`src/rtl/sysid_boot_check.sv`:
```
// Reads the system ID and build timestamp words over Avalon-MM and flags whether they match the expected image.
// Optional read-stall timeout is compiled in with SYSID_BOOT_CHECK_TIMEOUT_EN.
module sysid_boot_check #(
  parameter logic [31:0] EXPECTED_ID    = 32'hACD51302,
  parameter logic [31:0] EXPECTED_TS    = 32'h56316AFA,
  parameter int unsigned TIMEOUT_CYCLES = 256
) (
  input  logic        clock,
  input  logic        reset,
  input  logic        start,
  output logic        avm_address,
  output logic        avm_read,
  input  logic        avm_waitrequest,
  input  logic [31:0] avm_readdata,
  output logic        busy,
  output logic        done,
  output logic        pass,
  output logic        id_ok,
  output logic        ts_ok,
  output logic        timeout,
  output logic [31:0] read_id,
  output logic [31:0] read_ts
);

  typedef enum logic [2:0] {IDLE, RD_ID, RD_TS, CHECK, DONE} state_t;

  state_t      state_q, state_d;
  logic        avm_read_q, avm_read_d;
  logic        avm_address_q, avm_address_d;
  logic        busy_q, busy_d;
  logic        done_q, done_d;
  logic        pass_q, pass_d;
  logic        id_ok_q, id_ok_d;
  logic        ts_ok_q, ts_ok_d;
  logic        timeout_q, timeout_d;
  logic        abort_q, abort_d;
  logic [31:0] read_id_q, read_id_d;
  logic [31:0] read_ts_q, read_ts_d;
  logic        reading, stall, xfer, abort_hit;

  assign reading = (state_q == RD_ID) || (state_q == RD_TS);
  assign stall   = reading && avm_read_q && avm_waitrequest;
  assign xfer    = reading && avm_read_q && !avm_waitrequest;

`ifdef SYSID_BOOT_CHECK_TIMEOUT_EN
  localparam logic [15:0] STALL_LAST = 16'(TIMEOUT_CYCLES - 1);

  logic [15:0] cnt_q, cnt_d;

  // Abort at the edge that ends the TIMEOUT_CYCLES-th stalled cycle.
  assign abort_hit = stall && (cnt_q == STALL_LAST);
  assign cnt_d     = (stall && !abort_hit) ? cnt_q + 16'd1 : 16'd0;

  always_ff @(posedge clock or posedge reset) begin
    if (reset) cnt_q <= '0;
    else       cnt_q <= cnt_d;
  end
`else
  // Keeps the parameter referenced in builds without the timeout path.
  assign abort_hit = 1'b0 && (TIMEOUT_CYCLES != 0);
`endif

  always_comb begin
    state_d       = state_q;
    avm_read_d    = avm_read_q;
    avm_address_d = avm_address_q;
    busy_d        = busy_q;
    done_d        = 1'b0;
    pass_d        = pass_q;
    id_ok_d       = id_ok_q;
    ts_ok_d       = ts_ok_q;
    timeout_d     = timeout_q;
    abort_d       = abort_q;
    read_id_d     = read_id_q;
    read_ts_d     = read_ts_q;
    case (state_q)
      IDLE: begin
        if (start) begin
          state_d       = RD_ID;
          avm_read_d    = 1'b1;
          avm_address_d = 1'b0;
          busy_d        = 1'b1;
          pass_d        = 1'b0;
          id_ok_d       = 1'b0;
          ts_ok_d       = 1'b0;
          timeout_d     = 1'b0;
          abort_d       = 1'b0;
        end
      end
      RD_ID: begin
        if (xfer) begin
          read_id_d     = avm_readdata;
          avm_address_d = 1'b1;
          state_d       = RD_TS;
        end else if (abort_hit) begin
          avm_read_d = 1'b0;
          abort_d    = 1'b1;
          state_d    = CHECK;
        end
      end
      RD_TS: begin
        if (xfer) begin
          read_ts_d  = avm_readdata;
          avm_read_d = 1'b0;
          state_d    = CHECK;
        end else if (abort_hit) begin
          avm_read_d = 1'b0;
          abort_d    = 1'b1;
          state_d    = CHECK;
        end
      end
      CHECK: begin
        if (abort_q) begin
          timeout_d = 1'b1;
          pass_d    = 1'b0;
          id_ok_d   = 1'b0;
          ts_ok_d   = 1'b0;
        end else begin
          id_ok_d = (read_id_q == EXPECTED_ID);
          ts_ok_d = (read_ts_q == EXPECTED_TS);
          pass_d  = (read_id_q == EXPECTED_ID) && (read_ts_q == EXPECTED_TS);
        end
        done_d  = 1'b1;
        state_d = DONE;
      end
      DONE: begin
        busy_d  = 1'b0;
        state_d = IDLE;
      end
      default: state_d = IDLE;
    endcase
  end

  always_ff @(posedge clock or posedge reset) begin
    if (reset) begin
      state_q       <= IDLE;
      avm_read_q    <= 1'b0;
      avm_address_q <= 1'b0;
      busy_q        <= 1'b0;
      done_q        <= 1'b0;
      pass_q        <= 1'b0;
      id_ok_q       <= 1'b0;
      ts_ok_q       <= 1'b0;
      timeout_q     <= 1'b0;
      abort_q       <= 1'b0;
      read_id_q     <= '0;
      read_ts_q     <= '0;
    end else begin
      state_q       <= state_d;
      avm_read_q    <= avm_read_d;
      avm_address_q <= avm_address_d;
      busy_q        <= busy_d;
      done_q        <= done_d;
      pass_q        <= pass_d;
      id_ok_q       <= id_ok_d;
      ts_ok_q       <= ts_ok_d;
      timeout_q     <= timeout_d;
      abort_q       <= abort_d;
      read_id_q     <= read_id_d;
      read_ts_q     <= read_ts_d;
    end
  end

  assign avm_read    = avm_read_q;
  assign avm_address = avm_address_q;
  assign busy        = busy_q;
  assign done        = done_q;
  assign pass        = pass_q;
  assign id_ok       = id_ok_q;
  assign ts_ok       = ts_ok_q;
  assign timeout     = timeout_q;
  assign read_id     = read_id_q;
  assign read_ts     = read_ts_q;

endmodule

```
`config.mk`:
```
export PLATFORM = sky130hd
export DESIGN_NAME = sysid_boot_check
export DESIGN_NICKNAME = d
export VERILOG_FILES = /design/src/rtl/sysid_boot_check.sv
export SDC_FILE = /design/constraint.sdc
export NUM_CORES = 1
export LEC_CHECK = 0
export CORE_UTILIZATION = 44
export CTS_CLUSTER_SIZE = 30
export DETAILED_ROUTE_END_ITERATION = 10
export GPL_TIMING_DRIVEN = 0
export PLACE_DENSITY = 0.87
export SYNTH_ARGS = -nofsm -noshare
export SYNTH_HDL_FRONTEND = slang
export SYNTH_SLANG_ARGS = --single-unit
```
`constraint.sdc`:
```
create_clock -name clock -period 3 [get_ports clock]
set_input_delay 0.3 -clock clock [delete_from_list [all_inputs] [get_ports clock]]
set_output_delay 0.3 -clock clock [all_outputs]
set_load 0.02 [all_outputs]
```
Word level (Yosys, flattened, before mapping):

Cells that the tools add are included.

* flip-flop bits (word level): 75
* bits in latches: 0
* bits in writable memories: 0
* bits in read-only memories: 0
* input port bits: 36
* logic and storage cells: 55
* memories kept: 0

* add/sub/neg operators: 0
* multiply operators: 0
* divide/modulo/power cells: 0
* $lt $le $gt $ge: 0
* eq/ne operators: 9
* shift operators: 0
* muxes and demuxes: 16
* bitwise logic cells: 1
* reduce and logical (&&, ||, !) cells: 18

Operators by type and width (count)
* == test 32 x 31 -> 1 bit, second input constant: 1
* == test 32 bit, second input constant: 1
* case mux 1 bit (2 select lines): 6
* case mux 3 bit (4 select lines): 1
* AND reduction 3 bit: 4
* 2-to-1 mux 3 bit: 3
* AND reduction 2 bit: 4
* nonzero test 2 bit: 4
* == test 3 x 2 -> 1 bit, second input constant: 2
* 2-to-1 mux 1 bit: 6
* inequality test 2 bit, second input constant: 3
* == test 3 x 1 -> 1 bit, second input constant: 1
* == test 3 bit, second input constant: 1
* logical AND 1 bit: 3
* zero test 3 bit: 1
* zero test 1 bit: 1
* logical OR 1 bit: 1
* NOT 1 bit: 1

Logic depth before layout (Yosys ltp):

Gate-level depths: netlist (run 1).

* depth in word-level cells: 6
* mapped depth: 5

Worst setup path before layout (run 1):

OpenSTA, ideal clock, no wires.

* path type: register to register
* from: register avm_read_q, in the netlist avm_read
* to: register read_id_q[10], in the netlist read_id[10]
* setup time: 125 ps
* arrival time: 1573 ps
* required time: 2875 ps
* slack: 1302 ps
* stages on the path, launching flop included: 5
* buffers on the path: 1
* clock period less this slack: 1698 ps
* path through: dfrtp_1 > nand2b_1 > nor4b_4 > buf_6 > mux2_2

* cells in the longest elaborated chain, start to end: 3

RTL lines
* from (decl): RTL line 28 `logic avm_read_q, avm_read_d;`
* from (signal assigned): RTL line 150 `avm_read_q <= avm_read_d;`
* logical AND 1 bit (2 in a row): RTL line 43 `assign xfer = reading && avm_read_q && !avm_waitrequest;`
* AND reduction 2 bit (no line)
* to (signal assigned): RTL line 159 `read_id_q <= read_id_d;`
* to (decl): RTL line 37 `logic [31:0] read_id_q, read_id_d;`

Every way passes these cells.
A chain may end at the register's enable or synchronous reset.

Worst setup path after layout (run 1):

* from: input avm_waitrequest
* to: register read_id_q[15], in the netlist read_id[15]

* cells in the longest elaborated chain, start to end: 3

RTL lines
* from (decl): RTL line 13 `input logic avm_waitrequest,`
* zero test 1 bit: RTL line 43
* logical AND 1 bit: RTL line 43
* AND reduction 2 bit (no line)

Every way passes these cells.

==> metrics.cfg, run 1 <==
[floorplanning]
die_height_um=84.8
die_area_um2=7190
start_util=0.464
die_x_um=84.8
core_area_um2=6490
row_count=29
pin_count=108

[timing]
fin_setup_tns_ns=0
slew_headroom=0.410
rsz0062_at_grt=false
period_minus_slack_ns=1.84
max_freq_mhz=542
slew_violations=0
fin_crit_sh=0.615
setup_violations=0
hold_violations=0
tightest_slew_ns=0.884
finalClockSkew_ns=0.00823

[logic_synthesis]
synth_top_area_frac=0.614
synthFlopType=dfrtp_1
synth.distinct_cells=32
synth.avg_cell_area_um2=14.8
ys_top_cells_by_count=dfrtp_1, mux2_2, nor2_1, nand4_1, buf_2
syn_area_um2=3010
synth_area_leaders=dfrtp_1, mux2_2, nor4bb_1
yosysWarnings=0
syn_nets=239
synth_most_common_cell=dfrtp_1
synthCells=203
synth_edf_count=0
synth_top_cell_by_area=dfrtp_1
async_reset_ff_frac=1.00
synth_seq_cells=74
seq_area_frac_synth=0.614

[drt]
ant_nets=0
wl_um=6960
drt_iter0_drc=92
drt_pre_antenna_iters=10
wl_per_cell_um=17.3
routed_via_density=5.26
vias=2115
drc_errors=7

[grt]
grt_pass1_wl_um=11200
grt_pass1_vias=2199
grt_use_total=0.206
overflow=0
grt_max_degree=75
antenna_found_initial=0

[placed_design]
gp_congestion=0.765
portBuffers=106
hpwl_um=5090

[setup_path]
path_max_fanout=10
r2r-start=state_q[2]
critPathLaunchType=input pin
path_cells=clkdlybuf4s50_1 > nand2b_1 > nor4b_4 > buf_6 > mux2_2
cp_slowest_cell=nor4b_4
worstSetupEndpointType=flop
r2r_cells=4
reg2reg_slack_ns=1.20
cp_data_required_time_ns=3.22
path_buf_inv=2
r2r-end=read_id[15]
arrival_ns=2.07
worstSetupPathType=input pin to flop
crit_family=simple AND/OR/NAND/NOR gates
cpPeakStageDelay_ns=0.52

[cts]
clockBufferDepth=2
cts-root-buf=clkbuf_8
ctsResizeCount=0
hold_buffers=0
cts_tree=done
htreeDepth=3
clk_pin_slew_ns=0.07
cts_setup_buffers=0
cts_num_sinks=74
insertion_delay_ns=0.34
cts_inserted_buffers=9

[power_and_ir_drop]
leakagePower_nw=1.83
total_power_mw=5.11
p_per_area_nw_per_um2=1170
peakVddDrop_uv=645

[finish]
layout-drive-gt1-share=0.280
fillers=492
area_growth_pct=44.9
antenna_cells=0
final_nets=356

[run_status]
status=finished, violations left
violations=DRC

[worst_hold_path]
hold_path.class=input pin to asynchronous set/reset pin

[flow_run]
cap_violations=0

==> cell usage in the layout, fill, tap and decap left out, types with 4 or more instances in the layout <==
cell             synthesis  final
a21oi_1                  4      4
mux2_2                  62     62
clkdlybuf4s50_1          0    106
nand4_1                  6      6
nand2_1                  4      4
nor2_1                   8      8
dfrtp_1                 74     74
nor4bb_1                 4      4
buf_2                    5      5
clkbuf_8                 0      9
==> worst reg2reg max path: stages (launching register included) <==
cell,delay [ns]
dfrtp_1,0.36
buf_4,0.16
nor4b_4,0.56
buf_6,0.25
mux2_2,0.36
==> power by group <==
group | internal (mW) | leakage, nW | total, mW | switching, mW
logic | 1.36 | 0.843 | 2.50 | 1.13
registers | 1.48 | 0.888 | 1.86 | 0.382
clock network | 0.382 | 0.0990 | 0.755 | 0.373
total | 3.22 | 1.83 | 5.11 | 1.89
==> per-layer routing <==
layer / share of wire / GRT usage
met1: 0.43 / 0.265
met5: 0 / 0
met4: 0.012 / 0.0693
met3: 0.059 / 0.0560
met2: 0.50 / 0.341
==> registers in the layout (all words and copies together), names as in the netlist <==
| register | flops |
|---|---|
| id_ok | 1 |
| avm_read | 1 |
| avm_address | 1 |
| state_q | 3 |
| read_ts | 32 |
| busy | 1 |
| done | 1 |
| read_id | 32 |
| pass | 1 |
| ts_ok | 1 |
==> cells by family (layout without fill, tap and decap cells) <==
group / after synthesis / count (layout) / share of synthesized area
AND/OR/NAND/NOR: 39 / 39 / 0.0884
multiplexers: 64 / 64 / 0.239
buffers and inverters: 12 / 134 / 0.0270
other: 1 / 1 / 0.00124
flip-flops: 74 / 74 / 0.614
AO/OA/AOI/OAI: 13 / 13 / 0.0299
==> final cells by class <==
type | instances | area [um2] | share of cell area
Buffer | 10 | 73.8 | 0.0169
Timing Repair Buffer | 106 | 1060 | 0.243
Inverter | 2 | 10.0 | 0.00229
Clock inverter | 7 | 70.1 | 0.0160
Multi-Input combinational cell | 117 | 1080 | 0.247
Clock buffer | 9 | 124 | 0.0284
Sequential cell | 74 | 1850 | 0.424
Tap cell | 77 | 96.3 | 0.0221
==> worst max path at each step <==
stage                   to  slack (ns)             from  depth (start not counted)
6_report       read_id[15]        1.16  avm_waitrequest                          5
5_1_grt         read_id[8]        1.11  avm_waitrequest                          5
3_3_place_gp   read_id[19]       -0.32            reset                          2
2_1_floorplan  avm_address        0.82            reset                          1
3_5_place_dp   read_id[15]        0.79  avm_waitrequest                          5
4_1_cts        read_id[15]        1.15  avm_waitrequest                          5
==> through the flow <==
stage / utilization / hold WS (ns) / std cells / setup WS [ns] / area (um2)
CTS: 0.673 / 0.514 / 402 / 1.15 / 4370
global route: 0.673 / 0.545 / 402 / 1.11 / 4370
global placement: 0.642 / 0.491 / 386 / -0.324 / 4170
floorplan: - / 0.430 / 203 / 0.818 / 3010
finish: 0.673 / 0.506 / 402 / 1.16 / 4370
detailed placement: 0.643 / 0.496 / 386 / 0.794 / 4170
Note: power is estimated with default switching activity, not from simulation.
==> inputs of run 2 (changes only) <==
Settings changed: CORE_UTILIZATION 44 to 40, PLACE_DENSITY 0.87 to 0.84.
Clock period 3 ns to 1.58 ns, I/O delays scaled along.
==> metrics.cfg, run 2 (same netlist as run 1, synthesis figures left out) <==
[setup_path]
path_buf_inv=2  ; unchanged
path_max_fanout=10  ; unchanged
crit_family=flip-flops
arrival_ns=1.76  ; -0.31 ns
cp_slowest_cell=dfrtp_2
critPathLaunchType=flop
worstSetupPathType=flop to flop
cpPeakStageDelay_ns=0.41  ; -0.11 ns
worstSetupEndpointType=flop
cp_data_required_time_ns=1.80  ; -1.42 ns
path_cells=nand2b_4 > nor4b_4 > buf_6 > buf_12 > mux2_4

[finish]
antenna_cells=0  ; unchanged
final_nets=363  ; +2.0%
layout_commonest_cell=clkdlybuf4s50_1
layout-drive-gt1-share=0.322  ; +0.0423
area_growth_pct=54.6
final_cell_mix=clkdlybuf4s50_1, dfrtp_1, mux2_2, mux2_4, clkbuf_8
fillers=571  ; +16%

[power_and_ir_drop]
peakVddDrop_uv=1040  ; +62%
total_power_mw=10.2  ; +99%
leakagePower_nw=2.02  ; +10%
p_per_area_nw_per_um2=2180  ; +86%

[grt]
grt_use_total=0.200  ; -0.00594
grt_pass1_vias=2147  ; -2.4%
grt_pass1_wl_um=11300  ; +0.73%
grt_max_degree=42  ; -44%
antenna_found_initial=0  ; unchanged
overflow=0  ; unchanged

[timing]
holdWs_ns=0.296  ; -0.210 ns
finalClockSkew_ns=0.00455  ; -0.00368 ns
period_minus_slack_ns=1.54
hold_violations=0  ; unchanged
rsz0062_at_grt=true
setup_violations=0  ; unchanged
slew_headroom=0.503  ; +0.0927
fin_crit_sh=0.978
tightest_slew_ns=0.744  ; -0.141 ns
max_freq_mhz=647
slew_violations=0  ; unchanged

[drt]
ant_nets=0  ; unchanged
drt_pre_antenna_iters=4  ; -6
routed_via_density=5.05  ; -4.0%
drt_iter0_drc=59  ; -36%
vias=2178  ; +3.0%
wl_per_cell_um=17.5  ; +0.86%
wl_um=7520  ; +8.1%
drc_errors=0  ; -7

[cts]
htreeDepth=3  ; unchanged
cts_inserted_buffers=9  ; unchanged
insertion_delay_ns=0.33  ; about the same
clk_pin_slew_ns=0.07  ; about the same
clockBufferDepth=2  ; unchanged
cts_num_sinks=74  ; unchanged
hold_buffers=0  ; unchanged
cts-root-buf=clkbuf_8
cts_tree=done

[run_status]
status=complete, no violations

[floorplanning]
die_area_um2=7890  ; +9.8%
die_height_um=88.8  ; +4.8%
core_area_um2=7250  ; +12%
pin_count=108  ; unchanged
start_util=0.416  ; -0.0485
die_x_um=88.8  ; +4.8%
row_count=31  ; +6.9%

[placed_design]
gp_congestion=0.748  ; -2.2%
hpwl_um=5390  ; +5.9%
portBuffers=106  ; unchanged

[worst_hold_path]
hold_path.class=input pin to asynchronous set/reset pin

[flow_run]
cap_violations=0  ; unchanged

run 2: routing by layer:
| layer | share of wire | track usage | vias up |
|---|---|---|---|
| li1 | - | - | 988 |
| met1 | 0.44 | 0.256 | 1118 |
| met2 | 0.50 | 0.324 | 64 |
| met3 | 0.055 | 0.0625 | 8 |
| met4 | 0.010 | 0.0674 | 0 |
| met5 | 0 | 0 | - |
run 2: final cells by class:
| cell class | instances | area [um2] | share of cell area |
|---|---|---|---|
| clock buffer | 13 | 149 | 0.0319 |
| buffer | 10 | 118 | 0.0252 |
| tap | 99 | 124 | 0.0266 |
| multi-input combinational | 117 | 1250 | 0.268 |
| timing repair buffer | 113 | 1140 | 0.245 |
| inverter | 2 | 11.3 | 0.00242 |
| sequential | 74 | 1850 | 0.398 |
| clock inverter | 3 | 15.0 | 0.00322 |
run 2: path summary, 6_finish.rpt:
check | from | end | slack [ns] | cells past startpoint
hold reg to reg | avm_address | avm_address | 0.52 | 1
setup reg to reg | avm_read | read_id[15] | 0.04 | 5
min in group clock | avm_readdata[11] | read_id[11] | 0.47 | 2
max in group asynchronous | reset | avm_read | 0.64 | 3
hold / removal | reset | avm_address | 0.30 | 2
setup / recovery | avm_read | read_id[15] | 0.04 | 5
run 2: what timing repair did:
item / CTS / global route
pin swaps: 6 / 4
cloned: 0 / 0
endpoints found under the setup margin: 65 / 68
hold endpoints to repair: 0 / 0
setup buffers: 4 / 2
resized for setup: 15 / 44
run 2: where the power goes:
part / switching [mW] / total (mW) / internal [mW] / leakage, nW
logic: 2.30 / 5.36 / 3.06 / 1.04
clock network: 0.633 / 1.24 / 0.607 / 0.0872
registers: 0.752 / 3.57 / 2.81 / 0.888
run 2: metrics by stage:
step,cells,util,TNS [ns],instance area (um2),worst slack (ns)
after floorplan,203,-,-1.85,3030,-0.0676
after global placement,408,0.581,-42.64,4210,-0.476
after detailed placement,409,0.583,-26.09,4230,-0.521
after CTS,429,0.619,-1.22,4490,-0.0712
after global routing,431,0.643,-0.867,4660,-0.0652
final,431,0.643,0,4660,0.0355
run 2: worst register-to-register path: cells and delay by family, from the launching register on:
kind | cells | cell delay, ns
flip-flops | 1 | 0.41
buffers and inverters | 2 | 0.35
multiplexers | 1 | 0.31
AND/OR/NAND/NOR | 2 | 0.36
==> edit (config.mk and constraints of run 1) <==
The parameter `EXPECTED_TS` goes from 32'h56316AFA to 32'h40A5103B.
--- a/src/rtl/sysid_boot_check.sv
+++ b/src/rtl/sysid_boot_check.sv
@@ -3,5 +3,5 @@
 module sysid_boot_check #(
   parameter logic [31:0] EXPECTED_ID    = 32'hACD51302,
-  parameter logic [31:0] EXPECTED_TS    = 32'h56316AFA,
+  parameter logic [31:0] EXPECTED_TS    = 32'h40A5103B,
   parameter int unsigned TIMEOUT_CYCLES = 256
 ) (
Behaviour: not the same (a bounded check fails within 10 cycles, from zero or initial values and one cycle with reset high).
==> edit against run 1 <==
The flow still finishes with violations (design-rule violations). Non-clock buffer count unchanged. Critical path depth unchanged. Die area down 0.12%. Worst hold slack better by 0.0051 ns. Area after synthesis down 0.12%. Clock skew down 0.0024 ns. Sequential cell count unchanged. Worst setup slack worse by 0.037 ns. Power down 0.25%. Wire length up 4.3%. Via count up 1.3%. Final area down 0.17%. Critical endpoint is now read_id[16].
==> edit: results (changes against run 1) <==
* Crit path max fanout at 10 (unchanged)
* Synth area leaders: dfrtp_1 62%, mux2_2 23%, nor4b_1 1.2% (was dfrtp_1 61%, mux2_2 23%, nor4bb_1 1.3%)
* Synth unique cells at 32 (unchanged)
* Syn avg cell area at 14.83 sq um (was 14.85 sq um)
* CTS Buffer Depth at 2 (unchanged)
* Starting DRC count in detailed routing at 68 (was 92)
* # DRC at 8 (was 7)
* Maximum VDD drop at 0.0005556 V (was 0.0006449 V)
* Sw frac at 37.14% (was 36.95%)
* Gpl congestion at 0.7575 (was 0.7647)
* First-pass GRT wire length at 11.85 mm (was 11.25 mm)
* Syn. warnings at 0 (unchanged)
* Total CTS buffers at 9 (unchanged)
* Clock-pin slew on the worst setup and hold paths at 0.08 ns
* Layout cells sized above 1 at 28.00% (unchanged)
* Via density at 5.328 (was 5.261)
* Crit path largest cell delay at 0.55 ns (was 0.52 ns)
* Synth cell count leaders: 74 x dfrtp_1, 62 x mux2_2, 7 x nor2_1, 6 x nand2_1, 5 x buf_2 (was 74 x dfrtp_1, 62 x mux2_2, 8 x nor2_1, 6 x nand4_1, 5 x buf_2)
* Top layer reached by signal wires: met4 (unchanged)
* Vias at 2142 (was 2115)
* H-tree depth at 3 (unchanged)
* Diodes inserted at 0 (unchanged)
* Worst r2r src: state_q[2] (unchanged)
* Pre-antenna DRT Iters at 7 (was 10)
* Area after DPL at 4170 sq um (was 4174 sq um)
* Initial antenna violation count at 0 (unchanged)
* Detail Placement HPWL at 5.361 mm (was 5.092 mm)
* Clock root buffer: clkbuf_8 (unchanged)
* Failing checks: design-rule violations (unchanged)
* FP Rows at 29 (unchanged)
* Pre-CTS setup slack at 0.7608 ns (was 0.7940 ns)
* M1 WL at 3.007 mm (was 3.015 mm)
* Met3 WL at 453 um (was 412 um)
* Placed Cells incl. Taps at 386 (unchanged)
* Setup Fix Bufs, Post-CTS at 0 (unchanged)
* Critical Path Source: avm_waitrequest (unchanged)
* PortBufs at 106 (unchanged)
* Vias in the first global route at 2318 (was 2199)
* Outcome: finished with violations (unchanged)
* Met2 wire length at 3.685 mm (was 3.448 mm)
* Total track usage at 22.07% (was 20.64%)
* Skew final at 0.005803 ns (was 0.008232 ns)
* Post-synth ARST share at 100.0% (unchanged)
* Pleak at 1.821 nW (was 1.830 nW)
* Routed WL per cell at 18.05 um (was 17.31 um)
* Worst slew pin tran at 0.8900 ns (was 0.8844 ns)
* Fillers at 530 (was 492)
* WP data arrival at 2.10 ns (was 2.07 ns)
* Sequential-to-total area share from yosys stat at 61.51% (was 61.44%)
edit: path summary, 6_finish.rpt:
path / endpoint / slack, ns / cells past startpoint
setup / recovery: read_id[16] / 1.12 / 5
hold / removal: read_ts[31] / 0.51 / 2
setup reg to reg: read_id[16] / 1.17 / 4
hold reg to reg: ts_ok / 0.53 / 1
max in group asynchronous: read_id[16] / 1.90 / 2
min in group clock: ts_ok / 0.53 / 1
edit: area by class of cell:
type	count	area, sq um	area share (%)
sequential	74	1852	42.47
clock inverter	4	25.02	0.5739
timing repair buffer	106	1061	24.33
buffer	10	73.82	1.693
clock buffer	12	165.2	3.788
multi-input combinational	117	1077	24.71
tap	77	96.34	2.209
inverter	2	10.01	0.2296
edit: power groups by stage:
stage	clock, mW	sequential (mW)	combinational, mW
final	0.719	1.87	2.52
after global routing	0.781	1.94	2.65
after CTS	0.733	1.87	2.54
after detailed placement	0	1.88	2.53
after global placement	0	1.86	2.45
after floorplan	0	2.36	0.806
edit: kinds of logic after synthesis:
kind of cell	after synthesis	synth area share, %
flops	74	61.51
mux	64	23.94
simple gates	39	8.728
compound gates	13	2.993
buf+inv	12	2.701
other cells	1	0.1246
edit: metal layers:
layer,GRT usage (%),vias up
li1,-,975
met3,5.310,13
met2,38.43,78
met5,0,-
met1,26.43,1076
met4,8.783,0
